## src/rtl/pifo_enqueue_agent.sv

```systemverilog
`default_nettype none
// ============================================================================
// Module      : pifo_enqueue_agent
// Description : Admission stage in front of the PIFO output queue. The whole
//               packet is admitted or dropped based on the first beat.
//               Optional packet counters: define ENQ_AGENT_STATS_EN.
// Revision    : 1.0 - initial release
// ============================================================================
module pifo_enqueue_agent #(
    parameter int DATA_WIDTH        = 256,
    parameter int TUSER_WIDTH       = 128,
    parameter int RANK_WIDTH        = 32,
    parameter int BUFFER_ADDR_WIDTH = 12,
    parameter int BUFFER_WORD_DEPTH = 20,
    parameter int SLACK_WORDS       = 2
) (
    input  logic                      axis_aclk,
    input  logic                      axis_reset,
    input  logic                      s_axis_tvalid,
    input  logic                      s_axis_tlast,
    input  logic [DATA_WIDTH-1:0]     s_axis_tdata,
    input  logic [DATA_WIDTH/8-1:0]   s_axis_tkeep,
    input  logic [TUSER_WIDTH-1:0]    s_axis_tuser,
    input  logic [RANK_WIDTH-1:0]     s_axis_tpifo,
    output logic                      s_axis_tready,
    input  logic                      s_is_buffer_almost_full,
    input  logic                      s_is_pifo_full,
    input  logic [BUFFER_ADDR_WIDTH-1:0] s_buffer_counter,
    output logic                      m_axis_tvalid,
    output logic                      m_axis_tlast,
    output logic [DATA_WIDTH-1:0]     m_axis_tdata,
    output logic [DATA_WIDTH/8-1:0]   m_axis_tkeep,
    output logic [TUSER_WIDTH-1:0]    m_axis_tuser,
    output logic [RANK_WIDTH-1:0]     m_axis_tpifo,
    output logic                      m_axis_buffer_wr_en,
    output logic                      m_axis_pifo_insert_en,
    output logic [31:0]               stat_pass_pkts,
    output logic [31:0]               stat_drop_pkts
);

    localparam logic [1:0] C_IDLE = 2'd0;
    localparam logic [1:0] C_PASS = 2'd1;
    localparam logic [1:0] C_DROP = 2'd2;

    logic [1:0]  r_state;
    logic [1:0]  w_state_nxt;
    logic        r_tready;
    logic        w_accept;
    logic        w_first;
    logic        w_admit;
    logic        w_fwd;
    logic [15:0] w_len;
    logic [16:0] w_words;
    logic [17:0] w_need;

    assign s_axis_tready = r_tready;
    assign w_accept      = s_axis_tvalid && r_tready;
    assign w_first       = (r_state == C_IDLE);

    // A zero-length packet still occupies one buffer word.
    always_comb begin
        w_len   = s_axis_tuser[15:0];
        w_words = (w_len == 16'd0) ? 17'd1 : (({1'b0, w_len} + 17'd31) >> 5);
        w_need  = 18'(s_buffer_counter) + {1'b0, w_words} + 18'(SLACK_WORDS);
        w_admit = !s_is_buffer_almost_full && !s_is_pifo_full &&
                  (w_need <= 18'(BUFFER_WORD_DEPTH));
    end

    assign w_fwd = w_accept && (w_first ? w_admit : (r_state == C_PASS));

    always_comb begin
        w_state_nxt = r_state;
        if (w_accept) begin
            case (r_state)
                C_IDLE: begin
                    if (!s_axis_tlast) w_state_nxt = w_admit ? C_PASS : C_DROP;
                end
                C_PASS, C_DROP: begin
                    if (s_axis_tlast) w_state_nxt = C_IDLE;
                end
                default: w_state_nxt = C_IDLE;
            endcase
        end
    end

    always_ff @(posedge axis_aclk) begin
        if (axis_reset) begin
            r_state               <= C_IDLE;
            r_tready              <= 1'b0;
            m_axis_tvalid         <= 1'b0;
            m_axis_tlast          <= 1'b0;
            m_axis_tdata          <= '0;
            m_axis_tkeep          <= '0;
            m_axis_tuser          <= '0;
            m_axis_tpifo          <= '0;
            m_axis_buffer_wr_en   <= 1'b0;
            m_axis_pifo_insert_en <= 1'b0;
        end else begin
            r_state               <= w_state_nxt;
            r_tready              <= 1'b1;
            m_axis_tvalid         <= w_fwd;
            m_axis_tlast          <= w_fwd && s_axis_tlast;
            m_axis_tdata          <= w_fwd ? s_axis_tdata : '0;
            m_axis_tkeep          <= w_fwd ? s_axis_tkeep : '0;
            m_axis_tuser          <= w_fwd ? s_axis_tuser : '0;
            m_axis_tpifo          <= w_fwd ? s_axis_tpifo : '0;
            m_axis_buffer_wr_en   <= w_fwd;
            m_axis_pifo_insert_en <= w_fwd && w_first;
        end
    end

`ifdef ENQ_AGENT_STATS_EN
    logic [31:0] r_pass_pkts;
    logic [31:0] r_drop_pkts;

    always_ff @(posedge axis_aclk) begin
        if (axis_reset) begin
            r_pass_pkts <= '0;
            r_drop_pkts <= '0;
        end else if (w_accept && w_first) begin
            if (w_admit) begin
                if (r_pass_pkts != 32'hFFFF_FFFF) r_pass_pkts <= r_pass_pkts + 32'd1;
            end else begin
                if (r_drop_pkts != 32'hFFFF_FFFF) r_drop_pkts <= r_drop_pkts + 32'd1;
            end
        end
    end

    assign stat_pass_pkts = r_pass_pkts;
    assign stat_drop_pkts = r_drop_pkts;
`else
    assign stat_pass_pkts = 32'd0;
    assign stat_drop_pkts = 32'd0;
`endif

endmodule
`default_nettype wire

```

## config.mk

```make
export PLATFORM = sky130hd
export DESIGN_NAME = pifo_enqueue_agent
export DESIGN_NICKNAME = d
export VERILOG_FILES = /design/src/rtl/pifo_enqueue_agent.sv
export SDC_FILE = /design/constraint.sdc
export NUM_CORES = 1
export LEC_CHECK = 0
export BUFFER_PORTS_ARGS = -buffer_cell sky130_fd_sc_hd__buf_2
export CORE_AREA = 3 3 383 385
export CTS_BUF_LIST = sky130_fd_sc_hd__clkbuf_4 sky130_fd_sc_hd__clkbuf_8 sky130_fd_sc_hd__clkbuf_16
export CTS_CLUSTER_DIAMETER = 200
export CTS_CLUSTER_SIZE = 14
export DETAILED_ROUTE_END_ITERATION = 8
export DIE_AREA = 0 0 386 388
export GPL_TIMING_DRIVEN = 1
export PLACE_DENSITY_LB_ADDON = 0.2
export SYNTH_ARGS = -nofsm -noshare
export SYNTH_HDL_FRONTEND = slang
export SYNTH_SLANG_ARGS = --single-unit
export TNS_END_PERCENT = 100
```

## constraint.sdc

```tcl
create_clock -name axis_aclk -period 6.2 [get_ports axis_aclk]
set_clock_uncertainty 0.05 [all_clocks]
set_input_delay 0.62 -clock axis_aclk [delete_from_list [all_inputs] [get_ports axis_aclk]]
set_output_delay 0.62 -clock axis_aclk [all_outputs]
set_load 0.03 [all_outputs]
```

# Word level (Yosys, flattened, before mapping)

Index checks and enable logic that the tools add are counted.
Widths: inputs -> output; s select.

Register bits after elaboration: 454
Bits of input ports: 466
Output and inout bits: 517
Word-level logic and storage cells: 38

$add $sub $neg: 3
$lt $le $gt $ge: 1
Equal/unequal tests: 4
Multiplexer cells: 7
Bitwise logic cells: 1
Reductions and logical operators: 13

Operators with widths:

| cell                  | count |
|---|---|
| $add 16x5->17 const B | 1 |
| $logic_not 16->1      | 1 |
| $add 13x2->14 const B | 1 |
| $le 14x5->1 const B   | 1 |
| $add 12x12->13        | 1 |
| $mux 12               | 1 |
| $logic_and 1x1->1     | 6 |
| $mux 2                | 3 |
| $ne 2x2->1 const B    | 2 |
| $pmux 2 s2            | 1 |
| $reduce_or 2->1       | 2 |
| $reduce_and 3->1      | 1 |
| $eq 2x1->1 const B    | 1 |
| $eq 2x2->1 const B    | 1 |
| $logic_not 1->1       | 2 |
| $logic_not 2->1       | 1 |
| $mux 1                | 2 |
| $not 1->1             | 1 |

# Depth between registers and ports, before layout

Depth in word-level cells: 10
Mapped depth: 19

# Worst setup path before layout

OpenSTA, ideal clock, no wires.

Path kind: in2reg
Start: in s_axis_tuser[3]
End: reg m_axis_tuser[24]
Library setup time: 70 ps
Arrival: 4593 ps
Setup slack: 1487 ps
Stages: 18
Path buffers: 3
Path through: or4_1 -> o21a_1 -> and4_1 -> and2_1 -> and4_1 -> and3_1 -> ha_1 -> ha_1 -> nor2b_1 -> a22o_1 -> a2111o_1 -> a221oi_2 -> and4_1 -> nand4bb_1 -> buf_4 -> buf_6 -> buf_6 -> a21boi_1

Longest elaborated chain between the ends: 10
Elaborated cells on any way between the ends: 11

Ends and longest elaborated chain:

| what                                              | RTL line | RTL |
|---|---|---|
| start: declaration                                | 23       | `input logic [TUSER_WIDTH-1:0] s_axis_tuser,` |
| $add 16x5->17 or $logic_not 16->1 (tied branches) | 63       | `w_words = (w_len == 16'd0) ? 17'd1 : (({1'b0, w_len} + 17'd31) >> 5);` |
| $mux 12 *                                         | 63       |  |
| $add 12x12->13 *                                  | 64       | `w_need = 18'(s_buffer_counter) + {1'b0, w_words} + 18'(SLACK_WORDS);` |
| $add 13x2->14 *                                   | 64       |  |
| $le 14x5->1 *                                     | 66       | `(w_need <= 18'(BUFFER_WORD_DEPTH));` |
| $logic_and 1x1->1 *                               | 65       | `w_admit = !s_is_buffer_almost_full && !s_is_pifo_full &&` |
| $mux 1 *                                          | 69       | `assign w_fwd = w_accept && (w_first ? w_admit : (r_state == C_PASS));` |
| $logic_and 1x1->1 *                               | 69       |  |
| $not 1->1 (no line) *                             | n/a      |  |
| $reduce_or 2->1 (no line) *                       | n/a      |  |
| end signal: assignment                            | 105      | `m_axis_tuser <= w_fwd ? s_axis_tuser : '0;` |
| end: declaration                                  | 33       | `output logic [TUSER_WIDTH-1:0] m_axis_tuser,` |

Mark *: on every way between the ends. The rest lies on a longest branch, timed or not.
A chain may end at the register's enable or synchronous reset.

# Worst setup path in the final report

Start: in s_axis_tuser[3]
End: reg m_axis_tdata[90]

Longest elaborated chain between the ends: 10
Elaborated cells on any way between the ends: 11

Ends and longest elaborated chain:

| what                                              | RTL line | RTL |
|---|---|---|
| $add 16x5->17 or $logic_not 16->1 (tied branches) | 63       |  |
| $mux 12 *                                         | 63       |  |
| $add 12x12->13 *                                  | 64       |  |
| $add 13x2->14 *                                   | 64       |  |
| $le 14x5->1 *                                     | 66       |  |
| $logic_and 1x1->1 *                               | 65       |  |
| $mux 1 *                                          | 69       |  |
| $logic_and 1x1->1 *                               | 69       |  |
| $not 1->1 (no line) *                             | n/a      |  |
| $reduce_or 2->1 (no line) *                       | n/a      |  |
| end signal: assignment                            | 103      | `m_axis_tdata <= w_fwd ? s_axis_tdata : '0;` |
| end: declaration                                  | 31       | `output logic [DATA_WIDTH-1:0] m_axis_tdata,` |

Marked as above.

==> results.cfg <==
[synth]
ys_seq_elements = 454
synth-edff-count = 0
ys_top_cells_by_area = dfxtp_1 62%, a21boi_1 20%, buf_4 3.4%
synth-seq-area-share = 0.616
synth_ff_type = dfxtp_1
yosysUniqueCellTypes = 48
synth-simple-area-share = 0.0200
synth_top_cells_by_count = 454 x dfxtp_1, 388 x a21boi_1, 66 x buf_4
synth_top_cell_by_area = dfxtp_1
synth_area_mm2 = 0.0148
async_reset_ff_frac = 0
netlist_instances = 1216
synth_compound_area_frac = 0.247
synth_top_area_frac = 0.616
post-synth-top-count-cell = dfxtp_1
syn_avg_cell_area_um2 = 12.1
synthMuxAreaShare = 0.00271
synthAdderAreaFrac = 0.0225
synth-xor-area-share = 0.00771
synth_warnings = 0
synth_top_family_by_area = compound AO/OA/AOI/OAI gates

[power_and_ir_drop]
swShare = 0.244
ir_drop_v = 0.000164
pwr-share-seq = 0.522
finalPower_uw = 5580
p_leak_uw = 0.0106
p_per_area_mw_per_mm2 = 253
p_sw_uw = 1360
internal_power_uw = 4220
combPwrFrac = 0.065
clockPowerShare = 0.413

[clocking]
cts-buffers-inserted = 38
path_clk_slew_ns = 0.07
clk_latency_ns = 0.58
tritoncts = done
clock-sinks = 454
clk_path_buf_depth = 3
ctsResizeCount = 0
cts_max_level = 2
root_buffer = clkbuf_16
postCtsSetupRepairBufs = 0
ctsHoldBuffers = 0

[timing]
slew_headroom = 0.379
tns_ns = 0
drv_slew = 0
fin_crit_sh = 0.817
fmax_ghz = 0.198
final_hold_viol_count = 0
rsz0062_at_grt = false
min_period_ns = 5.06
max_slew.worst_pin.slew_ns = 0.931
setup_viol = 0

[die]
io_pins = 983
dieWidth_um = 386
core_mm2 = 0.143
die-height_um = 388
initial_core_util = 0.103
num_rows = 139
dieArea_mm2 = 0.150

[setup_path]
cp_cell_sequence = buf_2, or4_1, o21a_1, and4_1, and2_1, and4_1, and3_1, ha_1, ha_1, nor2b_1, a22o_1, a2111o_1, a221oi_2, and4_1, nand4bb_4, buf_12, buf_4, a21boi_1
worst-setup-path-type = primary input to flop
worst_path_largest_cell_delay_ns = 0.56
r2r_slack_ns = 3.54
rr_worst_depth = 5
arrival_ns = 5.51
r2r-start = r_state[0]
slowest_stage = or4_1
critPathRequiredTime_ns = 6.64
critPathMaxFanout = 74
startpoint_type = primary input
crit_top_cell = and4_1
cp-end-kind = flop
r2r_end = m_axis_tuser[39]

[final_layout]
fill_cells = 16300
post-route-util = 0.154
fin_nets = 2589
syn_to_final_growth_pct = 49.5
drive_gt1_frac = 0.472
fin_area_mm2 = 0.0221
instances_no_fill = 4008

[route]
postRouteAntennaNets = 0
drtPass1Iterations = 4
wl_mm = 79.5
wl_per_cell_um = 19.8
via_per_inst = 3.10
route.detailed.drc = 0
drtIter0Drc = 452
vias = 12400

[placed_design]
dp_hpwl_mm = 64.2
dpl_cell_area_mm2 = 0.0211
portBuffers = 918
routabilityCongestion = 0.769
placed_cells = 3960

[worst_hold_path]
holdPathStages = 2
whs_endpoint = s_axis_tready
worstHoldStart = axis_reset
min_path_type = primary input to flop

[global_routing]
grt_pass1_vias = 12800
grt_pass1_wl_mm = 106
grt-ovfl-total = 0
grt_max_degree = 153
track_usage = 0.100
antenna_found_initial = 60

[run_status]
status = completed

[job]
maxCapViolCount = 0
==> cell type report <==
cell class	instances	area (µm²)	share of cell area
Antenna cell	7	17.5	0.000793
Clock buffer	39	976	0.0442
Clock inverter	2	17.5	0.000793
Inverter	14	52.6	0.00238
Multi-Input combinational cell	646	4690	0.212
Sequential cell	454	9090	0.412
Tap cell	1903	2380	0.108
Timing Repair Buffer	943	4860	0.220
==> worst max-delay path, delay by kind of cell <==
kind	cells	cell delay, ns
simple gates	8	2.07
buf+inv	3	0.70
fa+ha+maj	2	0.64
compound gates	5	1.32
==> routing by layer <==
layer  part of all wire  routed length (µm)  track usage  vias to the layer above
met1               0.36               28900        0.107                     5842
met5            0.00064                  51            0                        -
met3               0.12                9250       0.0445                      150
met4              0.021                1660       0.0205                        8
met2               0.50               39700        0.181                      630
li1                   -                   -            -                     5805
==> power groups by stage <==
| stage | registers [µW] | clock network (µW) | logic (µW) |
|---|---|---|---|
| 6_report | 2920 | 2310 | 363 |
| 5_1_grt | 2910 | 2570 | 399 |
| 4_1_cts | 2910 | 2500 | 367 |
| 3_5_place_dp | 2980 | 0 | 365 |
| 3_3_place_gp | 2980 | 0 | 368 |
| 2_1_floorplan | 2980 | 0 | 212 |
==> cell usage in the layout, fill, tap and decap left out, types with 6 or more instances in the layout <==
| cell | synthesis | final |
|---|---|---|
| a21boi_0 | 60 | 60 |
| nand2_1 | 9 | 9 |
| dfxtp_1 | 454 | 454 |
| diode_2 | 0 | 7 |
| xnor2_1 | 10 | 10 |
| a21boi_1 | 388 | 388 |
| a21oi_1 | 9 | 9 |
| nor3_1 | 6 | 6 |
| buf_2 | 0 | 918 |
| clkbuf_16 | 0 | 39 |
| buf_12 | 0 | 6 |
| nor2_1 | 8 | 8 |
| ha_1 | 25 | 25 |
| inv_1 | 14 | 14 |
| buf_4 | 66 | 19 |
| conb_1 | 1 | 64 |
==> registers in the layout (all words and copies together), names as in the netlist <==
register / flops
m_axis_tdata: 256
m_axis_tuser: 128
m_axis_tkeep: 32
m_axis_tpifo: 32
r_state: 2
m_axis_buffer_wr_en: 1
m_axis_pifo_insert_en: 1
m_axis_tlast: 1
s_axis_tready: 1
==> how the worst max path moves through the flow <==
stage                          from  slack [ns]  cells past startpoint                end
finish              s_axis_tuser[3]        1.14                     18   m_axis_tdata[90]
global route        s_axis_tuser[3]        0.99                     18  m_axis_tdata[133]
CTS                 s_axis_tuser[3]        1.28                     18   m_axis_tdata[90]
detailed placement  s_axis_tuser[3]        0.63                     18   m_axis_tdata[90]
global placement    s_axis_tuser[3]        0.68                     17   m_axis_tdata[90]
floorplan           s_axis_tuser[3]        1.49                     18   m_axis_tuser[24]
==> kinds of logic after synthesis <==
logic type	count (synthesis)
compound gates	486
xor+xnor	13
fa+ha+maj	26
buf+inv	179
flops	454
mux	4
other cells	1
simple gates	53
==> stage by stage <==
stage               hold WS [ns]  setup slack [ns]
finish                     0.157              1.14
global route              0.0850             0.989
CTS                       0.0534              1.28
detailed placement         0.392             0.632
global placement           0.389             0.676
floorplan                  0.370              1.49
No activity file was read; power rests on OpenSTA's default activity.
